## src/rtl/s5378_cone_seq.sv

```systemverilog
// ----------------------------------------------------------------------------
// s5378_cone_seq
//
// Purpose:
//   Sequencer that feeds an external combinational cone. A start request in
//   IDLE latches a 6-bit phase seed, a 9-bit parity-group vector and a 3-bit
//   mode vector. The phase register then rotates left once per clock for six
//   clocks. On each of those clocks the cone result n3119gat is sampled. On the
//   sixth sample the sequence result is published for one cycle through
//   result_valid. After six rotations the phase register is back at the seed.
//
// Configuration:
//   S5378_CONE_SEQ_PARITY_ACC_EN
//     defined   : result is the XOR of all six n3119gat samples.
//     undefined : the accumulator is removed, and result is the n3119gat
//                 value sampled on the final shift edge.
//   Timing is the same in both builds.
//
// Handshake:
//   start is a level request. It is taken only in IDLE, and only when abort
//   is low on the same edge. abort acts only in SHIFT: it returns the block to
//   IDLE and does not strobe result_valid. result_valid is high for exactly
//   one cycle per completed sequence, and result holds its value until the
//   next completed sequence.
//
// Ports:
//   CK                    in   clock, rising edge
//   rst_n                 in   asynchronous active-low reset
//   start, abort          in   sequence request / cancel
//   seed[5:0]             in   phase register initial value
//   data_in[8:0]          in   parity-group vector, latched at start
//   mode_in[2:0]          in   mode vector, latched at start
//   n3119gat              in   cone result fed back from downstream
//   n3083gat..n3088gat    out  phase register bits 0..5
//   n3093gat              out  shift-active flag
//   n3095gat              out  sequence-enable flag
//   n1294gat..n1148gat    out  registered data_in[0]..[8]
//   n160gat,n553gat,n816gat out registered mode_in[0]..[2]
//   busy                  out  high while in SHIFT
//   result, result_valid  out  sequence result and its one-cycle strobe
//   o_dbg_state[1:0]      out  FSM state (0 IDLE, 1 SHIFT, 2 DONE)
// ----------------------------------------------------------------------------
module s5378_cone_seq (
    input  logic       CK,
    input  logic       rst_n,
    input  logic       start,
    input  logic       abort,
    input  logic [5:0] seed,
    input  logic [8:0] data_in,
    input  logic [2:0] mode_in,
    input  logic       n3119gat,
    output logic       n3083gat,
    output logic       n3084gat,
    output logic       n3085gat,
    output logic       n3086gat,
    output logic       n3087gat,
    output logic       n3088gat,
    output logic       n3093gat,
    output logic       n3095gat,
    output logic       n1294gat,
    output logic       n1241gat,
    output logic       n1298gat,
    output logic       n1068gat,
    output logic       n861gat,
    output logic       n957gat,
    output logic       n865gat,
    output logic       n1080gat,
    output logic       n1148gat,
    output logic       n160gat,
    output logic       n553gat,
    output logic       n816gat,
    output logic       busy,
    output logic       result,
    output logic       result_valid,
    output logic [1:0] o_dbg_state
);

    typedef enum logic [1:0] {
        ST_IDLE  = 2'd0,
        ST_SHIFT = 2'd1,
        ST_DONE  = 2'd2
    } state_t;

    state_t     r_state;
    logic [5:0] r_phase;
    logic [8:0] r_data;
    logic [2:0] r_mode;
    logic [2:0] r_cnt;
    logic       r_n3093;
    logic       r_n3095;
    logic       r_busy;
    logic       r_result;
    logic       r_result_valid;
    logic       w_final_res;

`ifdef S5378_CONE_SEQ_PARITY_ACC_EN
    logic       r_acc;
    // The final sample folds straight into the published result, so the
    // accumulator never needs to hold all six samples.
    assign w_final_res = r_acc ^ n3119gat;
`else
    assign w_final_res = n3119gat;
`endif

    always_ff @(posedge CK or negedge rst_n) begin
        if (!rst_n) begin
            r_state        <= ST_IDLE;
            r_phase        <= 6'd0;
            r_data         <= 9'd0;
            r_mode         <= 3'd0;
            r_cnt          <= 3'd0;
            r_n3093        <= 1'b0;
            r_n3095        <= 1'b0;
            r_busy         <= 1'b0;
            r_result       <= 1'b0;
            r_result_valid <= 1'b0;
`ifdef S5378_CONE_SEQ_PARITY_ACC_EN
            r_acc          <= 1'b0;
`endif
        end else begin
            case (r_state)
                ST_IDLE: begin
                    // A start that coincides with abort is dropped.
                    if (start && !abort) begin
                        r_phase <= seed;
                        r_data  <= data_in;
                        r_mode  <= mode_in;
                        r_n3093 <= 1'b1;
                        r_n3095 <= 1'b1;
                        r_busy  <= 1'b1;
                        r_cnt   <= 3'd0;
`ifdef S5378_CONE_SEQ_PARITY_ACC_EN
                        r_acc   <= 1'b0;
`endif
                        r_state <= ST_SHIFT;
                    end
                end
                ST_SHIFT: begin
                    if (abort) begin
                        // Cancel: phase, data and result keep their values.
                        r_n3093 <= 1'b0;
                        r_n3095 <= 1'b0;
                        r_busy  <= 1'b0;
                        r_state <= ST_IDLE;
                    end else begin
`ifdef S5378_CONE_SEQ_PARITY_ACC_EN
                        r_acc   <= r_acc ^ n3119gat;
`endif
                        r_phase <= {r_phase[4:0], r_phase[5]};
                        r_cnt   <= r_cnt + 3'd1;
                        // cnt==5 marks the sixth and last sample.
                        if (r_cnt == 3'd5) begin
                            r_result       <= w_final_res;
                            r_result_valid <= 1'b1;
                            r_n3093        <= 1'b0;
                            r_busy         <= 1'b0;
                            r_state        <= ST_DONE;
                        end
                    end
                end
                ST_DONE: begin
                    r_n3095        <= 1'b0;
                    r_result_valid <= 1'b0;
                    r_state        <= ST_IDLE;
                end
                default: begin
                    r_state <= ST_IDLE;
                end
            endcase
        end
    end

    assign n3083gat     = r_phase[0];
    assign n3084gat     = r_phase[1];
    assign n3085gat     = r_phase[2];
    assign n3086gat     = r_phase[3];
    assign n3087gat     = r_phase[4];
    assign n3088gat     = r_phase[5];
    assign n3093gat     = r_n3093;
    assign n3095gat     = r_n3095;
    assign n1294gat     = r_data[0];
    assign n1241gat     = r_data[1];
    assign n1298gat     = r_data[2];
    assign n1068gat     = r_data[3];
    assign n861gat      = r_data[4];
    assign n957gat      = r_data[5];
    assign n865gat      = r_data[6];
    assign n1080gat     = r_data[7];
    assign n1148gat     = r_data[8];
    assign n160gat      = r_mode[0];
    assign n553gat      = r_mode[1];
    assign n816gat      = r_mode[2];
    assign busy         = r_busy;
    assign result       = r_result;
    assign result_valid = r_result_valid;
    assign o_dbg_state  = r_state;

endmodule

```

## config.mk

```make
export PLATFORM = sky130hd
export DESIGN_NAME = s5378_cone_seq
export DESIGN_NICKNAME = d
export VERILOG_FILES = /design/src/rtl/s5378_cone_seq.sv
export SDC_FILE = /design/constraint.sdc
export NUM_CORES = 1
export LEC_CHECK = 0
export ABC_AREA = 1
export CAP_MARGIN = 20
export CORE_AREA = 2 2 59 61
export DETAILED_ROUTE_END_ITERATION = 10
export DIE_AREA = 0 0 61 63
export PLACE_DENSITY = 0.73
export SLEW_MARGIN = 10
export SYNTH_ARGS = -nofsm -noshare
export SYNTH_HDL_FRONTEND = slang
export SYNTH_SLANG_ARGS = --single-unit
```

## constraint.sdc

```tcl
create_clock -name CK -period 1.48 [get_ports CK]
set_input_delay 0.296 -clock CK [delete_from_list [all_inputs] [get_ports CK]]
set_output_delay 0.296 -clock CK [all_outputs]
set_load 0.02 [all_outputs]
```

Yosys cells after proc, flatten, opt, wreduce, memory -nomap -nowiden:

Index checks and enable logic that the tools add are counted.

* input port bits: 23
* output and inout port bits: 25
* word-level logic and storage cells: 51
* flip-flop bits (word level): 27

* reductions and logical operators: 13
* bitwise gates (word level): 1
* $add $sub $neg: 1
* mux-type cells: 19
* eq/ne operators: 8

Operator list (count)
* 3-bit AND reduction: 5
* 6-bit 2-to-1 mux: 2
* 6-bit one-hot mux with 2 select lines: 1
* 2-bit inequality test (second input constant): 4
* 1-bit 2-to-1 mux: 6
* 2-bit 2-to-1 mux: 3
* 3-bit 2-to-1 mux: 2
* 3-bit one-hot mux with 2 select lines: 1
* 1-bit one-hot mux with 2 select lines: 2
* 2-bit one-hot mux with 2 select lines: 1
* 2-bit AND reduction: 2
* 2-bit nonzero test: 2
* 3-bit by 1-bit adder with 3-bit output (second input constant): 1
* 3-bit equality test (second input constant): 1
* 3-bit inequality test (second input constant): 1
* 1-bit one-hot mux with 3 select lines: 1
* 3-bit nonzero test: 1
* 2-bit by 1-bit equality test with 1-bit output (second input constant): 1
* 2-bit equality test (second input constant): 1
* 2-bit logical NOT: 1
* 1-bit logical AND: 1
* 1-bit logical NOT: 1
* 1-bit NOT: 1

Logic depth before layout (Yosys ltp):

* word-level depth: 4
* gate-level depth with buffers: 9
* depth with buffers taken out: 8

Least setup slack after synthesis:

No wires, ideal clock.

* kind: register to register
* from: register r_state[1], in the netlist o_dbg_state[1]
* to: register r_phase[0]
* slack: -30 ps
* arrival time: 1390 ps
* required time: 1359 ps
* path buffers: 1
* clock period less this slack: 1510 ps
* cell stages (with the launch flop): 10
* library setup time: 121 ps
* cells stage by stage: dfrtp_1 inv_1 ha_1 inv_1 nand2_2 nand2_4 nand2_8 buf_12 nand2_2 o21ai_2

* cells in the longest elaborated chain, start to end: 3
* elaborated cells on any way between the ends: 7
* those cells by class: eq/ne: 3; mux: 1; reduce/logical: 3

RTL lines
* start, declared: line 84 `state_t r_state;`
* start signal, assigned: line 107 `r_state <= ST_IDLE;`
* start signal, assigned: line 135 `r_state <= ST_SHIFT;`
* start signal, assigned: line 144 `r_state <= ST_IDLE;`
* 2-bit by 1-bit equality test with 1-bit output or 2-bit logical NOT (tied branches): line 121 `case (r_state)`
* 2-bit inequality test (no line) or 2-bit nonzero test (tied branches)
* 3-bit AND reduction (no line)
* end signal, assigned: line 149 `r_phase <= {r_phase[4:0], r_phase[5]};`
* end, declared: line 85 `logic [5:0] r_phase;`

Parallel ways exist; a longest one is shown, timed or not.
A chain may end at the register's enable or synchronous reset.

Worst setup path in the final report:

* from: register r_state[0], in the netlist o_dbg_state[0]
* to: output o_dbg_state[0]

RTL lines
* end, declared: line 75 `output logic [1:0] o_dbg_state`

No word-level cell between the ends.

==> insert_results.sql <==
INSERT INTO impl_metrics (metric_group, metric, value, unit) VALUES
('logic_synthesis', 'synthMuxAreaShare', '0', '%'),
('logic_synthesis', 'yosys_warnings', '0', ''),
('sta', 'finalHoldWorstSlack', '319', 'ps'),
('sta', 'period_minus_slack', '1400', 'ps'),
('clock_network', 'cts_tree', 'yes', ''),
('grt', 'grt_use_total', '17.1', '%'),
('logic_synthesis', 'seq_area_frac_synth', '50.0', '%'),
('grt', 'global_route_wire_length_before_repair', '5030', 'um'),
('detailed_routing', 'detail_route.wl_per_cell', '11.4', 'um'),
('run_status', 'status', 'completed', ''),
('logic_synthesis', 'ys_seq_elements', '27', ''),
('clock_network', 'number_of_sinks_handled_by_clock_tree_synthesis', '27', ''),
('worst_setup_path', 'rr_worst_depth', '8', ''),
('sta', 'timing.clock.skew', '4.00', 'ps'),
('finish', 'nets', '232', ''),
('sta', 'slew_violations', '0', ''),
('logic_synthesis', 'postSynthNetCount', '181', ''),
('detailed_routing', 'drc_errors', '0', ''),
('grt', 'grt_antenna_before_repair', '0', ''),
('detailed_routing', 'detail_route.iter0.violations', '47', ''),
('worst_setup_path', 'path_delay_family', 'flip-flops', ''),
('run', 'count_of_max_cap_constraint_violations', '0', ''),
('worst_setup_path', 'worstSetupEndpointType', 'primary output', ''),
('worst_setup_path', 'rrSetupSlack', '100', 'ps'),
('finish', 'antennaDiodeCount', '0', ''),
('pwr', 'cellPowerDensity', '2090', 'nW/um^2'),
('floorplan', 'initial_core_util', '41.8', '%'),
('sta', 'report.final.hold_viol_count', '0', ''),
('clock_network', 'cts.hold.buffers_added', '0', ''),
('worst_setup_path', 'path_class', 'flip-flop to primary output', ''),
('clock_network', 'cts_made_buffers', '3', ''),
('worst_setup_path', 'critPathLaunch', 'o_dbg_state[0]$_DFFE_PN0P_', ''),
('grt', 'grt-ovfl-total', '0', ''),
('sta', 'finalSetupViolations', '0', ''),
('clock_network', 'cts_h_tree_lvls', '1', ''),
('finish', 'layout-drive-gt1-share', '21.2', '%'),
('logic_synthesis', 'syn_avg_cell_area', '8.83', 'um^2'),
('clock_network', 'root_buffer', 'sky130_fd_sc_hd__clkbuf_4', ''),
('grt', 'first_global_vias', '1135', ''),
('worst_setup_path', 'max_stage_delay', '440', 'ps'),
('floorplan', 'placement_rows', '21', ''),
('sta', 'max-slew-margin-rel', '76.7', '%'),
('detailed_routing', 'totalWireLength', '2840', 'um'),
('detailed_routing', 'route.detailed.vias_per_inst', '4.53', ''),
('worst_setup_path', 'path_depth', '1', ''),
('sta', 'fin_crit_share', '94.5', '%'),
('logic_synthesis', 'post_synth_and_or_nand_nor_area_fraction', '29.1', '%'),
('logic_synthesis', 'synth-adder-area-share', '4.63', '%'),
('sta', 'rsz0062_at_grt', 'true', ''),
('logic_synthesis', 'post_syn_instances', '153', ''),
('worst_setup_path', 'critPathMaxFanout', '4', ''),
('finish', 'flow.area_growth_from_synthesis', '38.8', '%'),
('worst_setup_path', 'critical_path_buf_inv_count', '1', ''),
('floorplan', 'placeableCoreArea', '3230', 'um^2'),
('logic_synthesis', 'synth.distinct_cells', '20', ''),
('finish', 'finalNonFillerCells', '249', ''),
('placed_design', 'routabilityCongestion', '0.802', ''),
('worst_hold_path', 'worstHoldPathType', 'input port to async pin', ''),
('sta', 'timing_worst_slew_pin_value', '350', 'ps'),
('worst_setup_path', 'timing.critical_path.required', '1180', 'ps'),
('logic_synthesis', 'synth-compound-area-share', '8.98', '%'),
('floorplan', 'die_h', '63', 'um'),
('finish', 'final_area', '1880', 'um^2'),
('clock_network', 'clock_path_buffers', '2', ''),
('floorplan', 'design.portCount', '48', ''),
('worst_setup_path', 'timing.critical_path.cells', 'dlygate4sd2_1', ''),
('logic_synthesis', 'largest_family_of_logic_cells_by_synthesized_area', 'simple AND/OR/NAND/NOR gates', ''),
('floorplan', 'die_area', '3840', 'um^2'),
('clock_network', 'worstSkewPairLatency', '330', 'ps'),
('clock_network', 'post-cts-setup-buffer-count', '0', ''),
('floorplan', 'floorplan.die.width', '61', 'um');
kinds of logic after synthesis:
group | count (synthesis)
and+or+nand+nor | 82
AOI/OAI and AO/OA | 19
DFF | 27
adders and majority gates | 5
buffers and inverters | 20
placed cells by master, fill, tap and decap left out, types with 3 or more instances in the layout:
cell                              Yosys  layout
sky130_fd_sc_hd__inv_2                3       4
sky130_fd_sc_hd__dlygate4sd2_1        0      25
sky130_fd_sc_hd__inv_1               12      11
sky130_fd_sc_hd__o21ai_0              8       8
sky130_fd_sc_hd__nand3_1              5       5
sky130_fd_sc_hd__nand2_2             12      12
sky130_fd_sc_hd__clkdlybuf4s50_1      0      22
sky130_fd_sc_hd__nand2_1             54      54
sky130_fd_sc_hd__ha_1                 5       3
sky130_fd_sc_hd__buf_4                1       3
sky130_fd_sc_hd__o21ai_2              7       7
sky130_fd_sc_hd__dfrtp_1             27      26
sky130_fd_sc_hd__clkbuf_4             0       3
sky130_fd_sc_hd__or2_2                6       6
registers in the layout, summed over array words and instances, names as in the netlist, 2 cells and up:
signal       cells
o_dbg_state      2
r_cnt            3
r_data           9
r_mode           3
r_phase          6
cell usage after synthesis:
cell type,n,area share [%]
sky130_fd_sc_hd__a21oi_1,2,0.74
sky130_fd_sc_hd__buf_12,1,1.5
sky130_fd_sc_hd__buf_2,3,1.1
sky130_fd_sc_hd__buf_4,1,0.56
sky130_fd_sc_hd__dfrtp_1,27,50
sky130_fd_sc_hd__ha_1,5,4.6
sky130_fd_sc_hd__inv_1,12,3.3
sky130_fd_sc_hd__inv_2,3,0.83
sky130_fd_sc_hd__nand2_1,54,15
sky130_fd_sc_hd__nand2_2,12,5.6
sky130_fd_sc_hd__nand2_4,1,0.83
sky130_fd_sc_hd__nand2_8,1,1.5
sky130_fd_sc_hd__nand3_1,5,1.9
sky130_fd_sc_hd__nand4_1,1,0.46
sky130_fd_sc_hd__nor2_1,1,0.28
sky130_fd_sc_hd__nor2_4,1,0.83
sky130_fd_sc_hd__o21ai_0,8,3.0
sky130_fd_sc_hd__o21ai_1,2,0.74
sky130_fd_sc_hd__o21ai_2,7,4.5
sky130_fd_sc_hd__or2_2,6,2.8
where the power goes:
group          total (uW)  switching (uW)  internal [uW]
clock                 336             232            104
sequential           1310             226           1090
combinational        2270            1390            885
layout make-up:
cell class	count	area, um^2
clock buffers	3	22.5
inverters	15	56.3
well taps	46	57.6
flip-flops and latches	27	677
fillers	312	1360
clock inverters	1	7.51
repair buffers	51	473
multi-input cells	106	582
final timing paths:
| path | end |
|---|---|
| min | r_phase[5]$_DFFE_PN0P_ |
| max in group asynchronous | o_dbg_state[1]$_DFFE_PN0P_ |
| min reg2reg | n3095gat$_DFFE_PN0P_ |
| min in group CK | r_mode[0]$_DFFE_PN0P_ |
| max | o_dbg_state[0] |
| max reg2reg | busy$_DFFE_PN0P_ |
layer usage:
| metal | vias up | share of wire (%) | GRT usage [%] | wire, um |
|---|---|---|---|---|
| met1 | 523 | 44 | 22.6 | 1260 |
| li1 | 577 | - | - | - |
| met2 | 22 | 51 | 27.8 | 1450 |
| met4 | 0 | 2.1 | 7.34 | 59 |
| met3 | 5 | 2.6 | 1.86 | 75 |
| met5 | - | 0 | 0 | 0 |
what timing repair did:
action	4_1_cts	5_1_grt
hold endpoints to repair	0	0
resized for setup	25	4
pin swaps	0	0
setup endpoints to repair	25	14
through the flow:
step / worst slack [ps] / power (uW) / TNS [ps]
final: 81.1 / 3920 / 0
after global routing: -8.88 / 4270 / -16.5
after global placement: 28.0 / 3780 / 0
after CTS: 20.8 / 3960 / 0
after detailed placement: -2.53 / 3850 / -2.53
after floorplan: 18.1 / 2970 / 0
Note: power is estimated with default switching activity, not from simulation.
